<file path="config.mk">
export PLATFORM = sky130hd
export DESIGN_NAME = scu_program_sequencer
export DESIGN_NICKNAME = d
export VERILOG_FILES = /design/src/rtl/scu_pkg.sv /design/src/rtl/scu_prog_ram.sv /design/src/rtl/scu_program_sequencer.sv
export SDC_FILE = /design/constraint.sdc
export NUM_CORES = 1
export LEC_CHECK = 0
export ABC_AREA = 1
export CORE_UTILIZATION = 40
export CTS_BUF_LIST = sky130_fd_sc_hd__clkbuf_8
export DETAILED_ROUTE_END_ITERATION = 7
export PLACE_DENSITY = 0.61
export SYNTH_ARGS = -nofsm -noshare
export SYNTH_HDL_FRONTEND = slang
export SYNTH_SLANG_ARGS = --single-unit
</file>
<file path="constraint.sdc">
create_clock -name clk -period 4.68 [get_ports clk]
set_input_delay 0.936 -clock clk [delete_from_list [all_inputs] [get_ports clk]]
set_output_delay 0.936 -clock clk [all_outputs]
set_load 0.02 [all_outputs]
</file>
<file path="src/rtl/scu_pkg.sv">
// Shared definitions for the simple-control-unit program sequencer:
// opcode constants, opcode field position and the sequencer state type.
package scu_pkg;

    localparam logic [2:0] OP_MV   = 3'b000;
    localparam logic [2:0] OP_MVI  = 3'b001;
    localparam logic [2:0] OP_ADD  = 3'b010;
    localparam logic [2:0] OP_SUB  = 3'b011;
    localparam logic [2:0] OP_HALT = 3'b111;

    localparam int OPC_MSB = 8;
    localparam int OPC_LSB = 6;

    typedef enum logic [2:0] {
        ST_IDLE,
        ST_FETCH,
        ST_ISSUE,
        ST_IMM,
        ST_WAIT,
        ST_HALT
    } seq_state_t;

    // Extract the opcode field from the low nine bits of an instruction word.
    function automatic logic [2:0] get_opcode(input logic [8:0] word);
        return word[OPC_MSB:OPC_LSB];
    endfunction

endpackage

</file>
<file path="src/rtl/scu_prog_ram.sv">
// Program store: one write port, one synchronous read port, no reset on
// the array. A read and a write to the same address in the same cycle
// return the new word, so a program loaded together with start is seen.
module scu_prog_ram #(
    parameter int ADDR_W = 5,
    parameter int DATA_W = 16
) (
    input  logic              clk,
    input  logic              we,
    input  logic [ADDR_W-1:0] waddr,
    input  logic [DATA_W-1:0] wdata,
    input  logic [ADDR_W-1:0] raddr,
    output logic [DATA_W-1:0] rdata
);

    logic [DATA_W-1:0] mem [0:(1<<ADDR_W)-1];

    // Commit program writes.
    always_ff @(posedge clk) begin
        if (we) begin
            mem[waddr] <= wdata;
        end
    end

    // Registered read with write-first forwarding on an address collision.
    always_ff @(posedge clk) begin
        if (we && (waddr == raddr)) begin
            rdata <= wdata;
        end else begin
            rdata <= mem[raddr];
        end
    end

endmodule

</file>
<file path="src/rtl/scu_program_sequencer.sv">
// Instruction issuer for the simple control unit's Din/Run/Done handshake.
// Fetches words from a local program store, pulses Run with each word,
// follows mvi with its immediate word and waits for Done between issues.
// The store read address is driven one cycle ahead of the state that uses
// the data, which is what lets Run appear two cycles after start or Done.
// Optional build macro: SCU_SEQ_TIMEOUT_EN enables the Done watchdog and
// the sticky error flag; without it error is tied low.
module scu_program_sequencer
    import scu_pkg::*;
#(
    parameter int ADDR_W         = 5,
    parameter int DATA_W         = 16,
    parameter int TIMEOUT_CYCLES = 64
) (
    input  logic              clk,
    input  logic              Reset,
    input  logic              prog_we,
    input  logic [ADDR_W-1:0] prog_addr,
    input  logic [DATA_W-1:0] prog_wdata,
    input  logic              start,
    output logic [DATA_W-1:0] Din,
    output logic              Run,
    input  logic              Done,
    output logic              busy,
    output logic              halted,
    output logic              error,
    output logic [ADDR_W-1:0] pc
);

    seq_state_t        state;
    logic [DATA_W-1:0] rd_data;
    logic [ADDR_W-1:0] rd_addr;
    logic              ram_we;
    logic              idle_or_halt;
    logic              start_ok;
    logic              cur_mvi;
    logic              halt_pending;
    logic              timeout_hit;
    logic [ADDR_W:0]   adv_sum;
    logic [2:0]        fetched_op;

    assign idle_or_halt = (state == ST_IDLE) || (state == ST_HALT);
    assign ram_we       = prog_we && idle_or_halt;
    assign start_ok     = start && idle_or_halt;
    assign adv_sum      = {1'b0, pc} + {{(ADDR_W-1){1'b0}}, cur_mvi, ~cur_mvi};
    assign fetched_op   = get_opcode(rd_data[8:0]);

    scu_prog_ram #(
        .ADDR_W (ADDR_W),
        .DATA_W (DATA_W)
    ) u_ram (
        .clk   (clk),
        .we    (ram_we),
        .waddr (prog_addr),
        .wdata (prog_wdata),
        .raddr (rd_addr),
        .rdata (rd_data)
    );

    // Read address for the word the next state will consume.
    always_comb begin
        rd_addr = pc;
        case (state)
            ST_IDLE, ST_HALT: if (start) rd_addr = '0;
            ST_FETCH:         rd_addr = pc + ADDR_W'(1);
            ST_WAIT, ST_IMM:  if (Done) rd_addr = adv_sum[ADDR_W-1:0];
            default:          rd_addr = pc;
        endcase
    end

`ifdef SCU_SEQ_TIMEOUT_EN
    localparam int CNT_W = $clog2(TIMEOUT_CYCLES + 1);

    logic [CNT_W-1:0] wait_cnt;
    logic             error_q;

    assign timeout_hit = ((state == ST_WAIT) || (state == ST_IMM)) && !Done &&
                         (wait_cnt == CNT_W'(TIMEOUT_CYCLES - 1));
    assign error = error_q;

    // Watchdog: count WAIT/IMM cycles per instruction, flag an expiry until restart.
    always_ff @(posedge clk) begin
        if (Reset) begin
            wait_cnt <= '0;
            error_q  <= 1'b0;
        end else begin
            if (state == ST_FETCH) begin
                wait_cnt <= '0;
            end else if ((state == ST_WAIT) || (state == ST_IMM)) begin
                wait_cnt <= wait_cnt + CNT_W'(1);
            end
            if (start_ok) begin
                error_q <= 1'b0;
            end else if (timeout_hit) begin
                error_q <= 1'b1;
            end
        end
    end
`else
    logic unused_timeout;

    assign unused_timeout = TIMEOUT_CYCLES[0];
    assign timeout_hit    = 1'b0;
    assign error          = 1'b0;
`endif

    // Sequencer FSM with registered Din, Run, pc, busy and halted.
    always_ff @(posedge clk) begin
        if (Reset) begin
            state        <= ST_IDLE;
            Din          <= '0;
            Run          <= 1'b0;
            pc           <= '0;
            busy         <= 1'b0;
            halted       <= 1'b0;
            cur_mvi      <= 1'b0;
            halt_pending <= 1'b0;
        end else begin
            Run <= 1'b0;
            case (state)
                ST_IDLE, ST_HALT: begin
                    if (start) begin
                        pc     <= '0;
                        state  <= ST_FETCH;
                        busy   <= 1'b1;
                        halted <= 1'b0;
                    end
                end
                ST_FETCH: begin
                    state        <= ST_ISSUE;
                    halt_pending <= (fetched_op == OP_HALT);
                    cur_mvi      <= (fetched_op == OP_MVI);
                    if (fetched_op != OP_HALT) begin
                        Din <= rd_data;
                        Run <= 1'b1;
                    end
                end
                ST_ISSUE: begin
                    if (halt_pending) begin
                        state  <= ST_HALT;
                        busy   <= 1'b0;
                        halted <= 1'b1;
                    end else if (cur_mvi) begin
                        Din   <= rd_data;
                        state <= ST_IMM;
                    end else begin
                        state <= ST_WAIT;
                    end
                end
                ST_IMM, ST_WAIT: begin
                    if (Done) begin
                        pc <= adv_sum[ADDR_W-1:0];
                        if (adv_sum[ADDR_W]) begin
                            state  <= ST_HALT;
                            busy   <= 1'b0;
                            halted <= 1'b1;
                        end else begin
                            state <= ST_FETCH;
                        end
                    end else if (timeout_hit) begin
                        state  <= ST_HALT;
                        busy   <= 1'b0;
                        halted <= 1'b1;
                    end
                end
                default: begin
                    state <= ST_IDLE;
                    busy  <= 1'b0;
                end
            endcase
        end
    end

endmodule
</file>
==> results of run 1 <==
[state kept, by name, summed over array words and instances (netlist names), named ones only]
register	cells
busy	1
halt_pending	1
pc	5
halted	1
Run	1
Din	16
u_ram.mem	512
state	3
cur_mvi	1
[worst max-delay path, stage by stage, from the launching register on]
cell	delay [ps]
dfxtp_4	710
buf_12	460
nand2_1	130
nand3_1	170
nand3_1	130
nand2_1	220
nand2_1	80
nand2_1	120
nand2_1	80
nand2_2	140
nand3_4	90
nand2_4	120
nand2_4	170
nand2_1	110
nand2_1	50
nor2_1	100
[layer usage]
metal | track usage (%) | vias up
met3 | 4.65 | 93
met4 | 8.75 | 0
met1 | 29.5 | 7127
met2 | 31.0 | 632
met5 | 0 | -
li1 | - | 6601
[area by class of cell]
type	instances	share of cell area, %
timing repair buffer	93	3.28
antenna	1	0.0101
multi-input combinational	1067	20.6
clock buffer	94	5.24
sequential	546	65.1
tap	696	3.53
clock inverter	65	1.52
inverter	46	0.724
[cell usage after synthesis (all sizes together)]
cell type	number
clkbuf	62
nand4	1
xor2	2
o211ai	5
inv	46
edfxtp	512
a21oi	20
buf	53
nor3	4
o21ai	249
dfxtp	34
a211oi	3
nor2	289
o22ai	36
ha	3
conb	1
nand2	260
o221ai	70
nand3	120
nand3b	3
fa	1
[stage by stage]
stage	hold WS [ps]	utilization, %	instance area (sq um)	setup WS [ps]	instances
floorplan	451	-	21900	2190	1774
global placement	457	42.7	23000	1040	2448
detailed placement	460	42.7	23000	1020	2448
CTS	468	45.8	24700	1560	2607
global route	498	45.8	24700	1240	2608
finish	463	45.8	24700	1500	2608
[cell families (layout without fill, tap and decap cells)]
logic type      count (synthesis)  count (layout)  synth area share (%)
fa+ha+maj                       4               4                 0.263
flops                         546             546                  73.3
other cells                     1               2                0.0171
buf+inv                       161             298                  3.50
xor+xnor                        2               2                0.0800
simple gates                  677             677                  12.5
compound gates                383             383                  10.3
[worst paths after layout]
kind,end,cells after the start,slack (ps),startpoint
setup / recovery,Din[14],15,1500,register
hold / removal,busy,2,460,busy
setup reg to reg,Din[14],15,1500,register
hold reg to reg,busy,2,460,busy
[power breakdown]
group          internal [W]  switching [W]  total (W)
Clock               0.00207        0.00187    0.00394
Combinational      0.000813        0.00204    0.00285
Sequential          0.00549       0.000122    0.00561
==> summary.txt, run 1 <==
Route
  – Post-DRT Antenna Nets: 0
  – Drt via density: between 5 and 6
  – Max layer used: met4
  – DRT Wirelength: 57900 um
  – Final routed DRC violation total: 0
  – Drt first pass iters: 6
  – Met2 wire len: approximately 26000 um
  – Wl on met1: 25100 um
  – DR iter-0 viols: about 1.5k
  – Routed met3 length: 5010 um
  – DR vias: 14.5k
  – Avg WL per Cell: between 20 and 25 um

Synthesis
  – Syn Nets: between 1.5k and 2k
  – Post-synth cell types: 32
  – Area of the mapped netlist: approximately 22000 sq um
  – Yosys synthesis warning count: 0
  – Syn Area/Cell: 12.3 sq um
  – Yosys top cell area share: 70.2%
  – Post-synth top area cell: edfxtp_1
  – Flops & latches, synth: about 550
  – Largest cells by area after synthesis: edfxtp_1, nor2_1, o21ai_0
  – Sequential-to-total area share from yosys stat: between 70% and 80%
  – Post-Syn Instances: 1774

Timing
  – Worst-margin pin slew: 1080 ps
  – Max-slew violation count: 0
  – Final Cycle Share: 68.0%
  – Hold Vio Cnt, Final: 0
  – Final setup viols: 0
  – FMAX: approximately 310 MHz
  – RSZ-0062 raised after global routing: false
  – Slew HR: 28.2%
  – Min Tclk post-route: ~3200 ps
  – Setup TNS: 0 ps
  – Clk_skew: 29.9 ps

Placed design
  – Dpl hpwl: 33500 um
  – Port buffer count: 49
  – Gp weighted congestion: about 0.84

Final layout
  – Most frequent cells in the layout: edfxtp_1, nor2_1, nand2_1
  – Seq. cell area: 16100 sq um
  – Commonest non-fill, non-tap cell in the layout: edfxtp_1
  – Final Net Count: 1870
  – Share of cells above drive strength 1: 9.94%
  – Multi-input logic area: between 5000 and 6000 sq um
  – Synthesis-to-finish area growth: 12.8%
  – Fillers: 4841

Setup path
  – Crit start category: register
  – Worst Path Max Fanout: 140
  – Critical Path RT: 5250 ps
  – Kind of critical path: reg -> reg
  – CP Capture Type: register
  – Worst EP arrival: 3760 ps

Job
  – Max cap viols: 0

Clock network
  – Max Root-Sink Buffers: 3
  – CTS tree: yes
  – Total CTS buffers: 86
  – Post_cts resized: 0
  – Sink Count: 546
  – # Post-CTS Setup Buffers: 0
  – Clk slew on worst S/H paths: 60 ps
  – Clock latency on the worst-skew pair: 660 ps
  – Max H-tree Level: 3
  – Hold_buf cts: 0
  – Clk root buf: clkbuf_8

Die
  – Die Footprint: 55700 sq um
  – Core area: approximately 54000 sq um
  – Std cell rows: between 80 and 90
  – Chip width: 236 um
  – Initial Util: about two fifths
  – Die Span Y: 236 um
  – I/O pin count: 51

Power and ir drop
  – Max VDD drop: ~0.23 mV
  – Cell area power density: 502 nW/um^2
  – Pleak: a little over 8 nW
  – Pwr Total: 0.0124 W

Global routing
  – Global-route wire length before repair: 87000 um
  – Number of global-route vias before repair: 14.0k
  – Largest net degree at the start of global routing: 141
  – Total grt overflow: 0
  – Gr usage total: 20.9%
  – Initial antenna violation count: 1

Min path
  – HP Class: reg -> reg

Run status
  – Status: completed
(Power assumes the default switching activity.)
==> run 2, diff against run 1 <==
--- a/config.mk
+++ b/config.mk
@@ -9,7 +9,7 @@
 export CORE_UTILIZATION = 40
 export CTS_BUF_LIST = sky130_fd_sc_hd__clkbuf_8
 export DETAILED_ROUTE_END_ITERATION = 7
-export PLACE_DENSITY = 0.61
+export PLACE_DENSITY = 0.64
 export SYNTH_ARGS = -nofsm -noshare
 export SYNTH_HDL_FRONTEND = slang
 export SYNTH_SLANG_ARGS = --single-unit
==> constraint.sdc (replaced) <==
create_clock -name clk -period 2.87 [get_ports clk]
set_input_delay 0.574 -clock clk [delete_from_list [all_inputs] [get_ports clk]]
set_output_delay 0.574 -clock clk [all_outputs]
set_load 0.02 [all_outputs]
==> summary.txt, run 2 (synthesized netlist as in run 1, its figures left out) <==
Global routing
  – Total grt overflow: 0
  – Initial antenna violation count: 0
  – Largest net degree at the start of global routing: 129
  – Number of global-route vias before repair: 14.3k
  – Global-route wire length before repair: 90100 um
  – Gr usage total: 21.4%

Setup path
  – Crit path cell chain: inv_6, buf_16, nand2_1, nand3_1, nand3_1, nand2_1, nand2_1, nand2_1, nand2_1, nand2_2, nand3_4, nand2_4, nand2_4, nand2_1, nand2_1, nor2_1
  – CP Capture Type: register
  – Critical Path RT: 3470 ps
  – Crit path max-delay family: simple AND/OR/NAND/NOR gates
  – Crit start category: register
  – Buffers & Inverters on Critical Path: 2
  – Crit path max-delay cell type: dfxtp_4
  – Max stage delay on crit path: 450 ps
  – Top cell by count, worst path: nand2_1
  – Worst Path Max Fanout: 81
  – Worst EP arrival: 3230 ps
  – Kind of critical path: reg -> reg

Placed design
  – Port buffer count: roughly 50
  – Dpl hpwl: 34900 um
  – DP Area: 23500 sq um
  – Post-Place Worst Slack: 267 ps
  – DP Cell Count: 2489
  – Gp weighted congestion: 0.850

Final layout
  – Largest Register: u_ram.mem
  – Synthesis-to-finish area growth: 14.6%
  – Util after Layout: 46.5%
  – Layout Cells excl Fill: approximately 2.6k
  – Max reg flops: between 500 and 600
  – Share of cells above drive strength 1: 10.9%
  – Largest regs: u_ram.mem (512), Din (16), pc (5)
  – Final Net Count: 1913
  – Most frequent cells in the layout: edfxtp_1, nor2_1, nand2_1
  – Antenna Diode Count: 0
  – Fillers: 4789
  – Commonest non-fill, non-tap cell in the layout: edfxtp_1
  – Fin area: approximately 25000 sq um

Route
  – Drt first pass iters: 6
  – Final routed DRC violation total: 0
  – DRT Wirelength: 59600 um
  – Avg WL per Cell: 22.5 um
  – Post-DRT Antenna Nets: 0
  – Drt via density: 5.61
  – DR vias: 14.8k
  – DR iter-0 viols: about 1.9k

Clock network
  – Clock latency on the worst-skew pair: 660 ps
  – Hold_buf cts: 0
  – Clk root buf: clkbuf_8
  – Max Root-Sink Buffers: 3
  – Sink Count: roughly 550
  – CTS tree: yes
  – Max H-tree Level: 3
  – Total CTS buffers: about 90
  – Clk slew on worst S/H paths: 60 ps

Timing
  – Worst-margin pin slew: 796 ps
  – Final Cycle Share: 91.7%
  – Final setup viols: 0
  – FMAX: 380 MHz
  – Max-slew violation count: 0
  – Min Tclk post-route: 2630 ps
  – Worst setup margin: 239 ps
  – Hold Vio Cnt, Final: 0
  – Clk_skew: 24.8 ps
  – Slew HR: a little under half
  – Setup TNS: 0 ps
  – RSZ-0062 raised after global routing: false

Die
  – Std cell rows: 85
  – Core area: 53900 sq um
  – Chip width: 236 um
  – Die Footprint: 55700 sq um
  – Initial Util: 40.6%
  – I/O pin count: 51
  – Die Span Y: 236 um

Job
  – Max cap viols: 0

Power and ir drop
  – Cell area power density: 807 nW/um^2
  – Pleak: 8.53 nW
  – Max VDD drop: 0.625 mV

Run status
  – Status: completed

Min path
  – HP Class: reg -> reg
## run 2: cell count changes in the layout (fill, tap and decap cells not counted), moves of 3 or more
cell	change
bufinv_16	-3
buf_4	+34
nor2_2	-8
inv_1	-6
clkbuf_8	+5
buf_2	-12
nor2_1	+8
clkdlybuf4s50_1	+12
buf_12	+6
clkinv_1	+3
## run 2: through the flow
| stage | power (W) | hold slack, ps |
|---|---|---|
| floorplan | 0.0123 | 451 |
| global placement | 0.0141 | 451 |
| detailed placement | 0.0141 | 464 |
| CTS | 0.0203 | 473 |
| global route | 0.0211 | 484 |
| finish | 0.0203 | 470 |
## run 2: metal layers
layer	vias to the layer above	global-route usage [%]	part of all wire [%]
li1	6675	-	-
met1	7238	30.2	42
met2	807	33.0	46
met3	122	3.84	8.6
met4	0	7.98	3.1
met5	-	0	0
## run 2: final cells by class
type	instances	area (sq um)	area share [%]
clock buffer	99	1360	5.43
clock inverter	58	264	1.05
inverter	46	179	0.713
multi-input combinational	1067	5080	20.2
sequential	546	16100	64.0
tap	696	871	3.47
timing repair buffer	134	1270	5.08
## run 2: timing repair
| action | 4_1_cts | 5_1_grt |
|---|---|---|
| gates resized for setup | 0 | 1 |
| setup buffers | 0 | 0 |
| setup endpoints to repair | 0 | 1 |
## run 2: path summary, 6_finish.rpt
path | cells after the start | slack, ps | start | to
setup reg to reg | 16 | 240 | register | Din[0]
hold / removal | 2 | 470 | halted | halted
setup / recovery | 16 | 240 | register | Din[0]
hold reg to reg | 2 | 470 | halted | halted
## run 2: worst min-delay path, stage by stage (launching register included)
cell	delay (ps)
dfxtp_1	310
nand2_1	60
a21oi_1	50
## run 2: power breakdown
| group | internal, W | switching (W) |
|---|---|---|
| Combinational | 0.00144 | 0.00344 |
| Clock | 0.00323 | 0.00302 |
| Sequential | 0.00895 | 0.000174 |
| Total | 0.0136 | 0.00664 |
